## src/rtl/conv_encoder_multirate.sv

```systemverilog
// K=7 convolutional encoder with 802.11 puncturing (1/2, 2/3, 3/4) on AXI-Stream.
// The per-packet rate latch and the shift history feed a 2-entry output skid buffer.
module conv_encoder_multirate #(
  parameter int         WIDTH = 24,
  parameter logic [6:0] GEN_A = 7'o133,
  parameter logic [6:0] GEN_B = 7'o171
) (
  input  logic                 aclk,
  input  logic                 aresetn,
  input  logic [WIDTH-1:0]     s_axis_tdata,
  input  logic [3:0]           s_axis_tuser,
  input  logic                 s_axis_tvalid,
  output logic                 s_axis_tready,
  input  logic                 s_axis_tlast,
  output logic [2*WIDTH-1:0]   m_axis_tdata,
  output logic [3:0]           m_axis_tuser,
  output logic                 m_axis_tvalid,
  input  logic                 m_axis_tready,
  output logic                 m_axis_tlast
);

  localparam int OW  = 2 * WIDTH;
  localparam int W23 = 3 * WIDTH / 2;
  localparam int W34 = 4 * WIDTH / 3;

  if (WIDTH % 6 != 0) begin : g_bad_width
    $error("conv_encoder_multirate: WIDTH must be a multiple of 6");
  end

  typedef enum logic [1:0] {RATE_1_2, RATE_2_3, RATE_3_4} rate_class_e;

  typedef struct packed {
    logic [OW-1:0] data;
    logic [3:0]    user;
    logic          last;
  } entry_t;

  logic [5:0]       hist_q, hist_d;
  logic             in_pkt_q, in_pkt_d;
  logic [3:0]       rate_q, rate_d;
  logic [1:0]       occ_q, occ_d;
  logic             ready_q, ready_d;
  entry_t           head_q, head_d, tail_q, tail_d;

  logic [3:0]       beat_rate;
  rate_class_e      rclass;
  logic [WIDTH+5:0] ext;
  logic [WIDTH-1:0] enc_a, enc_b;
  logic [OW-1:0]    p12, p23, p34, coded;
  entry_t           new_entry;
  logic             accept, pop;

  assign accept    = s_axis_tvalid & ready_q;
  assign pop       = m_axis_tvalid & m_axis_tready;
  assign beat_rate = in_pkt_q ? rate_q : s_axis_tuser;

  // ext[k+6] is input bit k; ext[5:0] holds the six previous bits, oldest at bit 0.
  assign ext = {s_axis_tdata, hist_q};

  genvar gi;
  for (gi = 0; gi < WIDTH; gi++) begin : g_enc
    assign enc_a[gi]     = ^(ext[gi +: 7] & GEN_A);
    assign enc_b[gi]     = ^(ext[gi +: 7] & GEN_B);
    assign p12[2*gi]     = enc_a[gi];
    assign p12[2*gi + 1] = enc_b[gi];
  end

  for (gi = 0; gi < WIDTH / 2; gi++) begin : g_p23
    assign p23[3*gi]     = enc_a[2*gi];
    assign p23[3*gi + 1] = enc_b[2*gi];
    assign p23[3*gi + 2] = enc_a[2*gi + 1];
  end
  assign p23[OW-1:W23] = '0;

  for (gi = 0; gi < WIDTH / 3; gi++) begin : g_p34
    assign p34[4*gi]     = enc_a[3*gi];
    assign p34[4*gi + 1] = enc_b[3*gi];
    assign p34[4*gi + 2] = enc_a[3*gi + 1];
    assign p34[4*gi + 3] = enc_b[3*gi + 2];
  end
  assign p34[OW-1:W34] = '0;

  always_comb begin
    rclass = RATE_1_2;
    unique case (beat_rate)
      4'b0001:                            rclass = RATE_2_3;
      4'b1111, 4'b0111, 4'b1011, 4'b0011: rclass = RATE_3_4;
      default:                            rclass = RATE_1_2;
    endcase
  end

  always_comb begin
    coded = p12;
    unique case (rclass)
      RATE_2_3: coded = p23;
      RATE_3_4: coded = p34;
      default:  coded = p12;
    endcase
  end

  assign new_entry = {coded, beat_rate, s_axis_tlast};

  // History and rate only move on an accepted beat; tlast returns the encoder to zero state.
  always_comb begin
    hist_d   = hist_q;
    in_pkt_d = in_pkt_q;
    rate_d   = rate_q;
    if (accept) begin
      hist_d   = s_axis_tlast ? 6'd0 : s_axis_tdata[WIDTH-1 -: 6];
      in_pkt_d = ~s_axis_tlast;
      rate_d   = beat_rate;
    end
  end

  // Skid buffer: head feeds the outputs directly, tail only fills while the head is stalled.
  always_comb begin
    head_d = head_q;
    tail_d = tail_q;
    occ_d  = occ_q;
    unique case ({accept, pop})
      2'b10: begin
        if (occ_q == 2'd0) head_d = new_entry;
        else               tail_d = new_entry;
        occ_d = occ_q + 2'd1;
      end
      2'b01: begin
        head_d = tail_q;
        occ_d  = occ_q - 2'd1;
      end
      2'b11: begin
        if (occ_q == 2'd2) begin
          head_d = tail_q;
          tail_d = new_entry;
        end else begin
          head_d = new_entry;
        end
      end
      default: ;
    endcase
    ready_d = (occ_d < 2'd2);
  end

  always_ff @(posedge aclk or negedge aresetn) begin
    if (!aresetn) begin
      hist_q   <= '0;
      in_pkt_q <= 1'b0;
      rate_q   <= '0;
      occ_q    <= '0;
      ready_q  <= 1'b0;
      head_q   <= '0;
      tail_q   <= '0;
    end else begin
      hist_q   <= hist_d;
      in_pkt_q <= in_pkt_d;
      rate_q   <= rate_d;
      occ_q    <= occ_d;
      ready_q  <= ready_d;
      head_q   <= head_d;
      tail_q   <= tail_d;
    end
  end

  assign s_axis_tready = ready_q;
  assign m_axis_tvalid = (occ_q != 2'd0);
  assign m_axis_tdata  = head_q.data;
  assign m_axis_tuser  = head_q.user;
  assign m_axis_tlast  = head_q.last;

endmodule

```

## config.mk

```make
export PLATFORM = sky130hd
export DESIGN_NAME = conv_encoder_multirate
export DESIGN_NICKNAME = d
export VERILOG_FILES = /design/src/rtl/conv_encoder_multirate.sv
export SDC_FILE = /design/constraint.sdc
export NUM_CORES = 1
export LEC_CHECK = 0
export CAP_MARGIN = 20
export CORE_ASPECT_RATIO = 2
export CORE_MARGIN = 2
export CORE_UTILIZATION = 50
export CTS_BUF_LIST = sky130_fd_sc_hd__clkbuf_2 sky130_fd_sc_hd__clkbuf_4 sky130_fd_sc_hd__clkbuf_8
export DETAILED_ROUTE_END_ITERATION = 10
export DONT_BUFFER_PORTS = 1
export GPL_TIMING_DRIVEN = 0
export PLACE_DENSITY = 0.69
export SYNTH_ARGS = -nofsm -noshare
export SYNTH_HDL_FRONTEND = slang
export SYNTH_SLANG_ARGS = --single-unit
export TNS_END_PERCENT = 30
```

## constraint.sdc

```tcl
create_clock -name aclk -period 2.3 [get_ports aclk]
set_input_delay 0.23 -clock aclk [delete_from_list [all_inputs] [get_ports aclk]]
set_output_delay 0.23 -clock aclk [all_outputs]
set_load 0.01 [all_outputs]
```

==> After elaboration in Yosys (flattened, before gate mapping) <==
Cells that the tools add are included.
W data, S select, Z words.
{ "totals": {"reg_bits": 120, "input_bits": 33, "output_inout_bits": 55, "elab_cells": 97} }
{ "classes": {"add_sub_neg": 2, "magnitude_cmp": 1, "eq_ne": 14, "n_mux": 11, "bitwise": 3, "n_reduce_logical": 55} }
{ "ops": {"columns": ["cell", "n"], "rows": [
  ["$reduce_xor A7 Y1", 48],
  ["$mux W53", 4],
  ["$pmux W53 S3", 1],
  ["$pmux W53 S2", 1],
  ["$pmux W48 S2", 1],
  ["$eq A2 B2 Y1 const B", 4],
  ["$eq A4 B4 Y1 const B", 2],
  ["$pmux W2 S2", 2],
  ["$mux W6", 1],
  ["$ne A2 B2 Y1 const B", 3],
  ["$eq A2 B1 Y1 const B", 2],
  ["$eq A4 B1 Y1 const B", 1],
  ["$eq A4 B2 Y1 const B", 1],
  ["$eq A4 B3 Y1 const B", 1],
  ["$mux W4", 1],
  ["$reduce_bool A2 Y1", 2],
  ["$reduce_or A4 Y1", 1],
  ["$reduce_and A3 Y1", 1],
  ["$reduce_bool A3 Y1", 1],
  ["$add A2 B1 Y2 const B", 1],
  ["$and A1 B1 Y1", 2],
  ["$logic_not A2 Y1", 1],
  ["$lt A2 B2 Y1 const B", 1],
  ["$reduce_and A2 Y1", 1],
  ["2 further kinds", 2]
]} }

==> Logic depth before layout (Yosys ltp) <==
Gate-level depths: netlist (run 1).
{ "depth": {"ltp_word": 8, "ltp_mapped": 10} }

==> Least setup slack after synthesis (run 1) <==
OpenSTA, ideal clock, no wires.
{ "synth_path": {"path_type": "reg2reg", "start": "reg occ_q[0]", "end": "reg head_q (netlist bit m_axis_tuser[0])", "arrival_time_ns": 2.031, "required_time_ns": 2.163, "path_slack_ns": 0.132, "path_stages_with_launch": 11, "n_path_buf": 2, "synth_period_minus_slack_ns": 2.168, "path_cell_list": "dfrtp_1 o21ai_0 inv_1 ha_1 nand2_1 and3_1 buf_2 buf_1 nor2_1 a21oi_1 a21oi_1"} }
{ "synth_between": {"elab_chain_len": 5} }
{ "synth_lines": {"columns": ["item", "line_no", "source"], "rows": [
  ["start: declaration", "41", "logic [1:0] occ_q, occ_d;"],
  ["start signal: assignment", "148", "occ_q <= '0;"],
  ["start signal: assignment", "156", "occ_q <= occ_d;"],
  ["$reduce_bool A2 Y1", "164", "assign m_axis_tvalid = (occ_q != 2'd0);"],
  ["$and A1 B1 Y1", "54", "assign pop = m_axis_tvalid & m_axis_tready;"],
  ["$eq A2 B2 Y1 / $eq A2 B1 Y1 (equally long branches)", "120", "unique case ({accept, pop})"],
  ["$ne A2 B2 Y1 (no line) / $reduce_bool A3 Y1 (equally long branches)", null, null],
  ["$reduce_and A2 Y1 (no line)", null, null],
  ["end signal: assignment", "150", "head_q <= '0;"],
  ["end signal: assignment", "158", "head_q <= head_d;"],
  ["end: declaration", "43", "entry_t head_q, head_d, tail_q, tail_d;"]
]} }
Parallel ways exist; a longest one is shown, timed or not.
A chain may end at the register's enable or synchronous reset.

==> Worst setup path in the final report (run 1) <==
{ "layout_path": {"start": "reg in_pkt_q", "end": "reg head_q (netlist bit m_axis_tdata[3])"} }
{ "layout_between": {"elab_chain_len": 8} }
{ "layout_lines": {"columns": ["item", "line_no", "source"], "rows": [
  ["start: declaration", "39", "logic in_pkt_q, in_pkt_d;"],
  ["start signal: assignment", "154", "in_pkt_q <= in_pkt_d;"],
  ["$mux W4 (*)", "55", "assign beat_rate = in_pkt_q ? rate_q : s_axis_tuser;"],
  ["$eq A4 B4 Y1, or another cell as far along", "85", "unique case (beat_rate)"],
  ["$reduce_or A4 Y1", "85", null],
  ["$pmux W2 S2 (*)", "85", null],
  ["$eq A2 B2 Y1 / $eq A2 B1 Y1 (equally long branches)", "94", "unique case (rclass)"],
  ["$pmux W48 S2 (*)", "94", null],
  ["$mux W53, on equally long branches", "131, 122", null],
  ["$pmux W53 S3 (*)", "120", null]
]} }
Every way passes the cells marked *; elsewhere a longest branch is shown, timed or not. The select of a mux whose other input is x is not followed.

==> flow_metrics.tcl, run 1 <==
set metrics [dict create \
    dpl.hpwl_mm 14.4 \
    dpl_worst_slack_ps -446 \
    io_buffers 0 \
    die_w_um 88.9 \
    hp-class "primary input to asynchronous set/reset pin" \
    critical_path_class "flip-flop to flip-flop" \
    drt_iter0_drc 449 \
    start_util 0.508 \
    ys_ff_latch 120 \
    antenna_cells 0 \
    min_period_ps 2270 \
    cap_violations 0 \
    multi_input_area_sq_um 3960 \
    startpoint_type "flip-flop" \
    tightest_slew_ps 551 \
    status "finished, violations left" \
    drc 0 \
    hold_viol 120 \
    synth_fp_nets 753 \
    reg2reg_slack_ps 30 \
    timing.critical_path.required_ps 2670 \
    cts_tree "done" \
    drive_gt1_frac 0.166 \
    dp_cells 909 \
    cp-startpoint "in_pkt_q$_DFFE_PN0P_" \
    cp-end-kind "flip-flop" \
    fin_ws_ps 31.5 \
    p_per_area_nw_per_um2 1350 \
    setup_viol 0 \
    finalClockSkew_ps 11.1 \
    seq_area_sq_um 3000 \
    irDropWorstVdd_mv 0.686 \
    postCtsHoldBufs 4 \
    met2_usage 0.443 \
    power.leakage_nw 3.69 \
    grt_usage 0.270 \
    p_total_mw 10.9 \
    synth_flop_cell "dfrtp_1" \
    synth_edf_count 0 \
    cts_inserted_buffers 17 \
    use_met1 0.346 \
    reg2reg_depth 8 \
    final_util 0.566 \
    synth.distinct_cells 52 \
    ctsRootBufferMaster "clkbuf_8" \
    grt_pass1_wl_mm 31.4 \
    io-pin-count 88 \
    cts_max_level 4 \
    syn_to_final_growth_pct 11.5 \
    worstSetupEndpoint "m_axis_tdata[3]$_DFFE_PN0P_" \
    overflow 0 \
    num_rows 62 \
    syn-instance-count 717 \
    grt_pass1_vias 5715 \
    crit_arrival_ps 2630 \
    coreArea_sq_um 14200 \
    grt_max_degree 121 \
    fin_crit_sh 0.986 \
    drt_wl_total_mm 20.0 \
    cts_max_path_buffers 2 \
    use_met3 0.0557 \
    seq_area_frac_synth 0.417 \
    die_y_um 174 \
    insertion_delay_ps 450 \
    yosys_warnings 0 \
    r2r-end "m_axis_tdata[3]$_DFFE_PN0P_" \
    grt-busiest-layer "met2" \
    violations "negative hold slack" \
    final_cells 945 \
    whs_ps -535 \
    wl_per_cell_um 21.2 \
    fillers 1225 \
    syn_area_per_cell_sq_um 10.0 \
    die_area_sq_um 15400 \
    max_freq_mhz 441 \
    layout.nets 776 \
    r2r-start "in_pkt_q$_DFFE_PN0P_" \
    ys_async_sr_fraction 1.00 \
    maxSlewViolCount 0 \
    vias 5683 \
    ant_nets 0 \
    rsz0062_at_grt "true" \
    path_clk_slew_ps 80 \
    place.gp.congestion 0.924 \
    dr.pass1.iters 5 \
    crit_fanout 10 \
    cts_setup_buffers 0 \
    netlist_area_sq_um 7210 \
    via_per_inst 6.01 \
    cts_sinks 120 \
    antenna_found_initial 0 \
    relSlewSlack 0.633 \
]
worst max-delay path, stage by stage, from the launching register on:
cell and delay [ps]:
dfrtp_1 380, buf_4 180, nand2b_1 190, or4_1 470
buf_2 230, buf_2 210, a21oi_1 240, a221oi_2 100
o21ai_0 180
routing by layer:
layer  part of all wire  vias up
met5                  0        -
met4              0.031        0
met3              0.062       39
met2               0.51      219
met1               0.40     2814
li1                   -     2611
cell type report:
type | instances | area share
Tap cell | 192 | 0.0299
Buffer | 67 | 0.0434
Timing Repair Buffer | 4 | 0.00498
Inverter | 5 | 0.00234
Clock inverter | 13 | 0.0210
Multi-Input combinational cell | 525 | 0.493
Sequential cell | 120 | 0.374
Clock buffer | 19 | 0.0318
worst min path at each step:
stage	startpoint	end	slack, ps	depth (start not counted)
finish	aresetn	tail_q[6]$_DFFE_PN0P_	-540	0
global route	aresetn	tail_q[6]$_DFFE_PN0P_	-560	0
CTS	aresetn	tail_q[6]$_DFFE_PN0P_	-550	0
detailed placement	aresetn	tail_q[6]$_DFFE_PN0P_	-60	0
global placement	aresetn	m_axis_tdata[1]$_DFFE_PN0P_	-60	0
floorplan	aresetn	hist_q[0]$_DFFE_PN0P_	-70	0
layout by cell type (no fill, tap or decap), drive strengths merged, types with 23 or more instances in the layout:
cell type	instances
a31oi	23
a22oi	26
buf	29
clkbuf	57
xnor2	43
nor2	37
a21o	23
o21ai	86
dfrtp	120
xor2	31
nand2	70
a21oi	56
xnor3	25
synthesized netlist by cell type (all sizes together), types with 2 or more instances:
library cell / instances / share of area
a31oi: 23 / 0.020
buf: 26 / 0.020
xor2: 31 / 0.041
nand3: 2 / 0.0014
o2bb2ai: 2 / 0.0024
xnor2: 43 / 0.059
clkbuf: 41 / 0.021
a21o: 23 / 0.024
and3: 3 / 0.0026
ha: 3 / 0.0052
xor3: 9 / 0.030
inv: 5 / 0.0026
nor2b: 2 / 0.0017
o21ai: 86 / 0.061
a31o: 21 / 0.026
nor2: 37 / 0.019
xnor3: 25 / 0.078
dfrtp: 120 / 0.42
or4: 2 / 0.0021
a2bb2oi: 4 / 0.0049
a221oi: 5 / 0.0061
nor4: 3 / 0.0043
mux2i: 4 / 0.0056
nor3: 2 / 0.0014
a21oi: 56 / 0.039
nand2: 70 / 0.036
o21a: 3 / 0.0031
a22oi: 26 / 0.027
nand4: 21 / 0.018
or2: 6 / 0.0052
nand2b: 4 / 0.0035
through the flow:
step	TNS (ps)	area [sq um]
after floorplan	0	7210
after global placement	-15500	7450
after detailed placement	-18590	7450
after CTS	-131	7980
after global routing	-98.0	8040
final	0	8040
flip-flops by register name, summed over array words and instances (netlist names):
| name | flops |
|---|---|
| tail_q | 53 |
| hist_q | 6 |
| s_axis_tready | 1 |
| occ_q | 2 |
| rate_q | 4 |
| m_axis_tlast | 1 |
| in_pkt_q | 1 |
| m_axis_tuser | 4 |
| m_axis_tdata | 48 |
power by group:
| part | internal, mW | switching, mW |
|---|---|---|
| logic | 2.01 | 2.82 |
| registers | 3.11 | 0.899 |
| clock network | 1.12 | 0.917 |
| total | 6.25 | 4.64 |
cells by family (layout without fill, tap and decap cells):
| group | count (synthesis) | in the layout | synth area share |
|---|---|---|---|
| XOR/XNOR | 108 | 108 | 0.208 |
| buffers and inverters | 72 | 108 | 0.0438 |
| adder cells (fa/ha/maj) | 3 | 3 | 0.00521 |
| multiplexers | 4 | 4 | 0.00556 |
| AND/OR/NAND/NOR | 155 | 155 | 0.0991 |
| flip-flops | 120 | 120 | 0.417 |
| AO/OA/AOI/OAI | 255 | 255 | 0.222 |
what timing repair did:
| item | CTS | global route |
|---|---|---|
| resized for setup | 18 | 55 |
| endpoints found under the setup margin | 103 | 103 |
| endpoints found under the hold margin | 128 | 120 |
No activity file was read; power rests on OpenSTA's default activity.
==> inputs of run 2 (changes only) <==
Settings changed: CORE_UTILIZATION 50 to 55, GPL_TIMING_DRIVEN 0 to not set, PLACE_DENSITY 0.69 to 0.74.
==> run 2 against run 1 <==
Clock power hardly changed. Highest routed layer unchanged. Utilization is 3.9 points higher. First-iteration DRC count is 15% lower. Sequential cell count stayed put. The run still ends with negative hold slack left. Non-clock buffer count is 41 lower. Clock-buffer cell count is 2 higher. Clock skew is 1.9 ps higher. Largest cell class unchanged. Critical path type unchanged. Cell area is 2.8% lower. Fmax is 6.2% higher. Global-route usage is 1.8 points higher. Largest power group unchanged.
==> flow_metrics.tcl, run 2 (same netlist as run 1, synthesis figures left out) <==
set metrics [dict create \
    switching_share 0.413 \
    dpl.hpwl_mm 14.0 \
    path_clk_slew_ps 70 \
    cts_max_level 4 \
    postCtsHoldBufs 6 \
    p_per_area_nw_per_um2 1360 \
    p_seq_frac 0.381 \
    multi_input_area_sq_um 3910 \
    tightest_slew_ps 476 \
    cts_setup_buffers 0 \
    setup_viol 0 \
    intPower_mw 6.23 \
    whs_ps -526 \
    hp-class "primary input to asynchronous set/reset pin" \
    irDropWorstVdd_mv 0.933 \
    syn_to_final_growth_pct 8.46 \
    timing.critical_path.required_ps 2600 \
    fin_crit_sh 0.929 \
    num_rows 59 \
    crit_arrival_ps 2440 \
    cap_violations 0 \
    relSlewSlack 0.680 \
    status "finished, violations left" \
    min_period_ps 2140 \
    hold_viol 120 \
    fillers 1049 \
    layout.nets 735 \
    vias 5615 \
    antenna_cells 0 \
    maxSlewViolCount 0 \
    die_w_um 84.9 \
    largest_reg_flops 53 \
    overflow 0 \
    power_frac_clock 0.191 \
    start_util 0.558 \
    grt_usage 0.288 \
    drt_wl_total_mm 19.4 \
    cp-end-kind "flip-flop" \
    ctsRootBufferMaster "clkbuf_8" \
    dr.pass1.iters 6 \
    crit_fanout 12 \
    cts_sinks 120 \
    violations "negative hold slack" \
    place.gp.congestion 0.892 \
    pwr-share-comb 0.428 \
    ant_nets 0 \
    die_y_um 166 \
    wl_per_cell_um 22.5 \
    seq_area_sq_um 3000 \
    cts_tree "done" \
    finalClockSkew_ps 13.0 \
    tns_ps 0 \
    final_cell_mix "120 x dfrtp_1, 82 x o21ai_0, 69 x nand2_1, 55 x a21oi_1, 38 x xnor2_1" \
    p_switching_mw 4.38 \
    grt_max_degree 121 \
    via_per_inst 6.50 \
    power.leakage_nw 3.58 \
    drt_iter0_drc 380 \
    io-pin-count 88 \
    final_common_cell "dfrtp_1" \
    p_total_mw 10.6 \
    cts_max_path_buffers 2 \
    critical_path_class "flip-flop to flip-flop" \
    drive_gt1_frac 0.133 \
    die_area_sq_um 14100 \
    cts_inserted_buffers 17 \
    grt_pass1_wl_mm 31.4 \
    rsz0062_at_grt "false" \
    max_freq_mhz 468 \
    startpoint_type "flip-flop" \
    largest_register "tail_q" \
    antenna_found_initial 0 \
    grt_pass1_vias 5931 \
    drc 0 \
    io_buffers 0 \
    coreArea_sq_um 12900 \
    insertion_delay_ps 450 \
]
[run 2: cell types whose count changed in the layout (fill, tap and decap cells not counted), moves of 14 or more]
cell,before,now
buf_4,5,21
buf_2,22,0
clkbuf_2,14,0
clkbuf_1,19,0
[run 2: power groups by stage]
stage / logic (mW) / clock network [mW] / registers [mW]
6_report: 4.54 / 2.03 / 4.04
3_5_place_dp: 4.48 / 0 / 4.07
4_1_cts: 4.53 / 2.07 / 4.04
5_1_grt: 5.04 / 2.17 / 4.15
3_3_place_gp: 4.33 / 0 / 4.02
2_1_floorplan: 3.50 / 0 / 3.82
[run 2: critical path: stages, from the launching register on]
cell and delay (ps):
dfrtp_1 460, o21ai_2 170, inv_1 90, ha_1 250, nand2_1 100, and2_1 210, nand2_1 160, nand2_1 360
o21ai_0 190
[run 2: timing repair]
| action | 4_1_cts | 5_1_grt |
|---|---|---|
| hold endpoints to repair | 129 | 120 |
| setup endpoints to repair | 0 | 77 |
| gates resized for setup | 0 | 4 |
[run 2: area by class of cell]
class | count | share of cell area
repair buffers | 30 | 0.0355
inverters | 5 | 0.00240
clock buffers | 21 | 0.0346
flip-flops and latches | 120 | 0.384
clock inverters | 11 | 0.0189
multi-input cells | 525 | 0.500
well taps | 152 | 0.0243
[run 2: layer usage]
metal	vias to the layer above	global-route usage	share of wire
met3	64	0.0855	0.069
met1	2792	0.318	0.35
met4	0	0.159	0.053
met5	-	0	0
met2	235	0.489	0.52
li1	2524	-	-
[run 2: path summary, 6_finish.rpt]
| kind | endpoint | cells after the start | slack, ps | startpoint |
|---|---|---|---|---|
| setup / recovery | m_axis_tdata[34]$_DFFE_PN0P_ | 8 | 160 | occ_q[0]$_DFFE_PN0N_ |
| hold / removal | tail_q[10]$_DFFE_PN0P_ | 0 | -530 | aresetn |
| setup reg to reg | m_axis_tdata[34]$_DFFE_PN0P_ | 8 | 160 | occ_q[0]$_DFFE_PN0N_ |
| hold reg to reg | tail_q[26]$_DFFE_PN0P_ | 1 | 480 | tail_q[26]$_DFFE_PN0P_ |
| max in group asynchronous | m_axis_tdata[11]$_DFFE_PN0P_ | 0 | 2540 | aresetn |
| min in group aclk | hist_q[2]$_DFFE_PN0P_ | 2 | 40 | s_axis_tdata[20] |
[run 2: metrics by stage]
| stage | cell area (sq um) | cells | setup WS, ps | util | hold WS (ps) |
|---|---|---|---|---|---|
| 6_report | 7820 | 864 | 164 | 0.605 | -526 |
| 5_1_grt | 7820 | 864 | 40.8 | 0.605 | -562 |
| 4_1_cts | 7800 | 864 | 14.9 | 0.604 | -552 |
| 3_5_place_dp | 7330 | 826 | 24.3 | 0.567 | -61.4 |
| 3_3_place_gp | 7330 | 826 | 223 | 0.567 | -61.4 |
| 2_1_floorplan | 7210 | 717 | 132 | - | -65.6 |
==> inputs of run 3 (changes only) <==
Settings changed: CORE_UTILIZATION 55 to 58, PLACE_DENSITY 0.74 to 0.77.
==> run 3 against run 2 <==
The run still ends with negative hold slack left. Clock power is 7% higher. Global-route usage is 0.59 points higher. Sequential cell count stayed put. Worst setup slack worse by 24 ps. Non-clock buffer count is 1 higher. Sequential share of layout area is 0.20 points lower. Hold slack worse by 14 ps. Total power is 1.8% higher. Register-to-register slack worse by 20 ps. Largest cell class unchanged. Highest routed layer unchanged.
==> flow_metrics.tcl, run 3 (same netlist as run 1, synthesis figures left out) <==
set metrics [dict create \
    startpoint_type "flip-flop" \
    io-pin-count 88 \
    grt_usage 0.294 \
    final_cell_mix "120 x dfrtp_1, 82 x o21ai_0, 68 x nand2_1, 55 x a21oi_1, 38 x xnor2_1" \
    grt_pass1_vias 5849 \
    cp-startpoint "in_pkt_q$_DFFE_PN0P_" \
    worstSetupEndpoint "tail_q[12]$_DFFE_PN0P_" \
    rsz0062_at_grt "true" \
    intPower_mw 6.32 \
    cts_max_path_buffers 2 \
    wl_per_cell_um 22.4 \
    whs_ps -540 \
    coreArea_sq_um 12100 \
    fin_ws_ps 141 \
    largest_reg_flops 53 \
    irDropWorstVdd_mv 0.672 \
    path_buf_inv 1 \
    final_common_cell "dfrtp_1" \
    start_util 0.594 \
    cp-end-kind "flip-flop" \
    min_period_ps 2160 \
    hold_viol 120 \
    critPathMaxStageDelay_ps 480 \
    cap_violations 0 \
    reg2reg_depth 6 \
    p_per_area_nw_per_um2 1380 \
    tightest_slew_ps 540 \
    crit_fanout 27 \
    via_per_inst 6.71 \
    place.gp.congestion 0.931 \
    postCtsHoldBufs 7 \
    vias 5770 \
    insertion_delay_ps 460 \
    drt_wl_total_mm 19.2 \
    maxSlewViolCount 0 \
    fin_crit_sh 0.939 \
    crit_top_cell "nand2_1" \
    hp-class "primary input to asynchronous set/reset pin" \
    cts_tree "done" \
    num_rows 57 \
    power_frac_clock 0.202 \
    pwr-share-comb 0.427 \
    power.leakage_nw 3.62 \
    die_w_um 82.8 \
    largest_register "tail_q" \
    setup_viol 0 \
    switching_share 0.415 \
    overflow 0 \
    crit_chain "nand2_1 > or4_1 > buf_4 > nand2_1 > a221oi_1 > o21ai_0" \
    p_total_mw 10.8 \
    dr.pass1.iters 5 \
    path_clk_slew_ps 80 \
    r2r-end "tail_q[12]$_DFFE_PN0P_" \
    cts_sinks 120 \
    die_y_um 162 \
    syn_to_final_growth_pct 9.03 \
    dpl.hpwl_mm 13.6 \
    p_switching_mw 4.49 \
    cts_inserted_buffers 17 \
    io_buffers 0 \
    violations "negative hold slack" \
    relSlewSlack 0.639 \
    drive_gt1_frac 0.135 \
    layout.nets 736 \
    critical_path_class "flip-flop to flip-flop" \
    antenna_cells 0 \
    cp_slowest_cell "a221oi_1" \
    p_seq_frac 0.371 \
    drt_iter0_drc 465 \
    final_util 0.648 \
    grt_max_degree 121 \
    cp_top_family "compound AO/OA/AOI/OAI gates" \
    ant_nets 0 \
    drc 0 \
    cts_setup_buffers 0 \
    timing.critical_path.required_ps 2620 \
    r2r-start "in_pkt_q$_DFFE_PN0P_" \
    antenna_found_initial 0 \
    crit_cells 6 \
    dpl_worst_slack_ps -133 \
    finalClockSkew_ps 9.00 \
    die_area_sq_um 13400 \
    cts_max_level 4 \
    ctsRootBufferMaster "clkbuf_8" \
    reg2reg_slack_ps 140 \
    crit_arrival_ps 2470 \
    max_freq_mhz 463 \
    status "finished, violations left" \
    grt_pass1_wl_mm 30.7 \
    fillers 971 \
]
run 3: cell count changes in the layout (fill, tap and decap cells not counted), sizes merged:
cell / previous run / this run
clkinvlp: 4 / 0
clkbuf: 21 / 17
dlygate4sd3: 6 / 7
bufinv: 3 / 4
clkinv: 3 / 7
inv: 6 / 9
run 3: worst reg2reg max path, delay by kind of cell, from the launching register on:
kind / cells / cell delay, ps
compound gates: 2 / 660
simple gates: 3 / 580
flops: 1 / 460
buf+inv: 1 / 330
run 3: power by group through the flow:
stage	Clock, mW	Combinational, mW	Sequential (mW)
2_1_floorplan	0	3.50	3.82
3_3_place_gp	0	4.35	4.01
3_5_place_dp	0	4.50	4.05
4_1_cts	2.20	4.57	4.01
5_1_grt	2.31	5.05	4.12
6_report	2.18	4.61	4.01
run 3: worst min path at each step:
stage	endpoint	slack (ps)
2_1_floorplan	hist_q[0]$_DFFE_PN0P_	-70
3_3_place_gp	m_axis_tdata[4]$_DFFE_PN0P_	-60
3_5_place_dp	tail_q[9]$_DFFE_PN0P_	-60
4_1_cts	m_axis_tdata[14]$_DFFE_PN0P_	-550
5_1_grt	m_axis_tdata[14]$_DFFE_PN0P_	-560
6_report	tail_q[12]$_DFFE_PN0P_	-540
run 3: what timing repair did:
item                                    CTS  global route
endpoints found under the setup margin   21            45
endpoints found under the hold margin   129           120
resized for setup                         2             3
run 3: per-layer routing:
| metal | global-route usage | share of wire | up-vias |
|---|---|---|---|
| met5 | 0 | 0 | - |
| met4 | 0.181 | 0.055 | 0 |
| met3 | 0.0828 | 0.075 | 92 |
| met2 | 0.500 | 0.52 | 312 |
| met1 | 0.322 | 0.35 | 2840 |
| li1 | - | - | 2526 |
run 3: metrics by stage:
stage	setup TNS, ps	std cells	cell area, sq um
floorplan	0	717	7210
global placement	0	821	7320
detailed placement	-1270	821	7320
CTS	-13.3	860	7850
global route	-18.5	860	7860
finish	0	860	7860
run 3: area by class of cell:
type,instances,area (sq um),share of cell area
clock buffers,17,234,0.0298
clock inverters,15,218,0.0277
inverters,5,18.8,0.00239
multi-input cells,525,3910,0.498
flip-flops and latches,120,3000,0.382
well taps,147,184,0.0234
repair buffers,31,288,0.0366
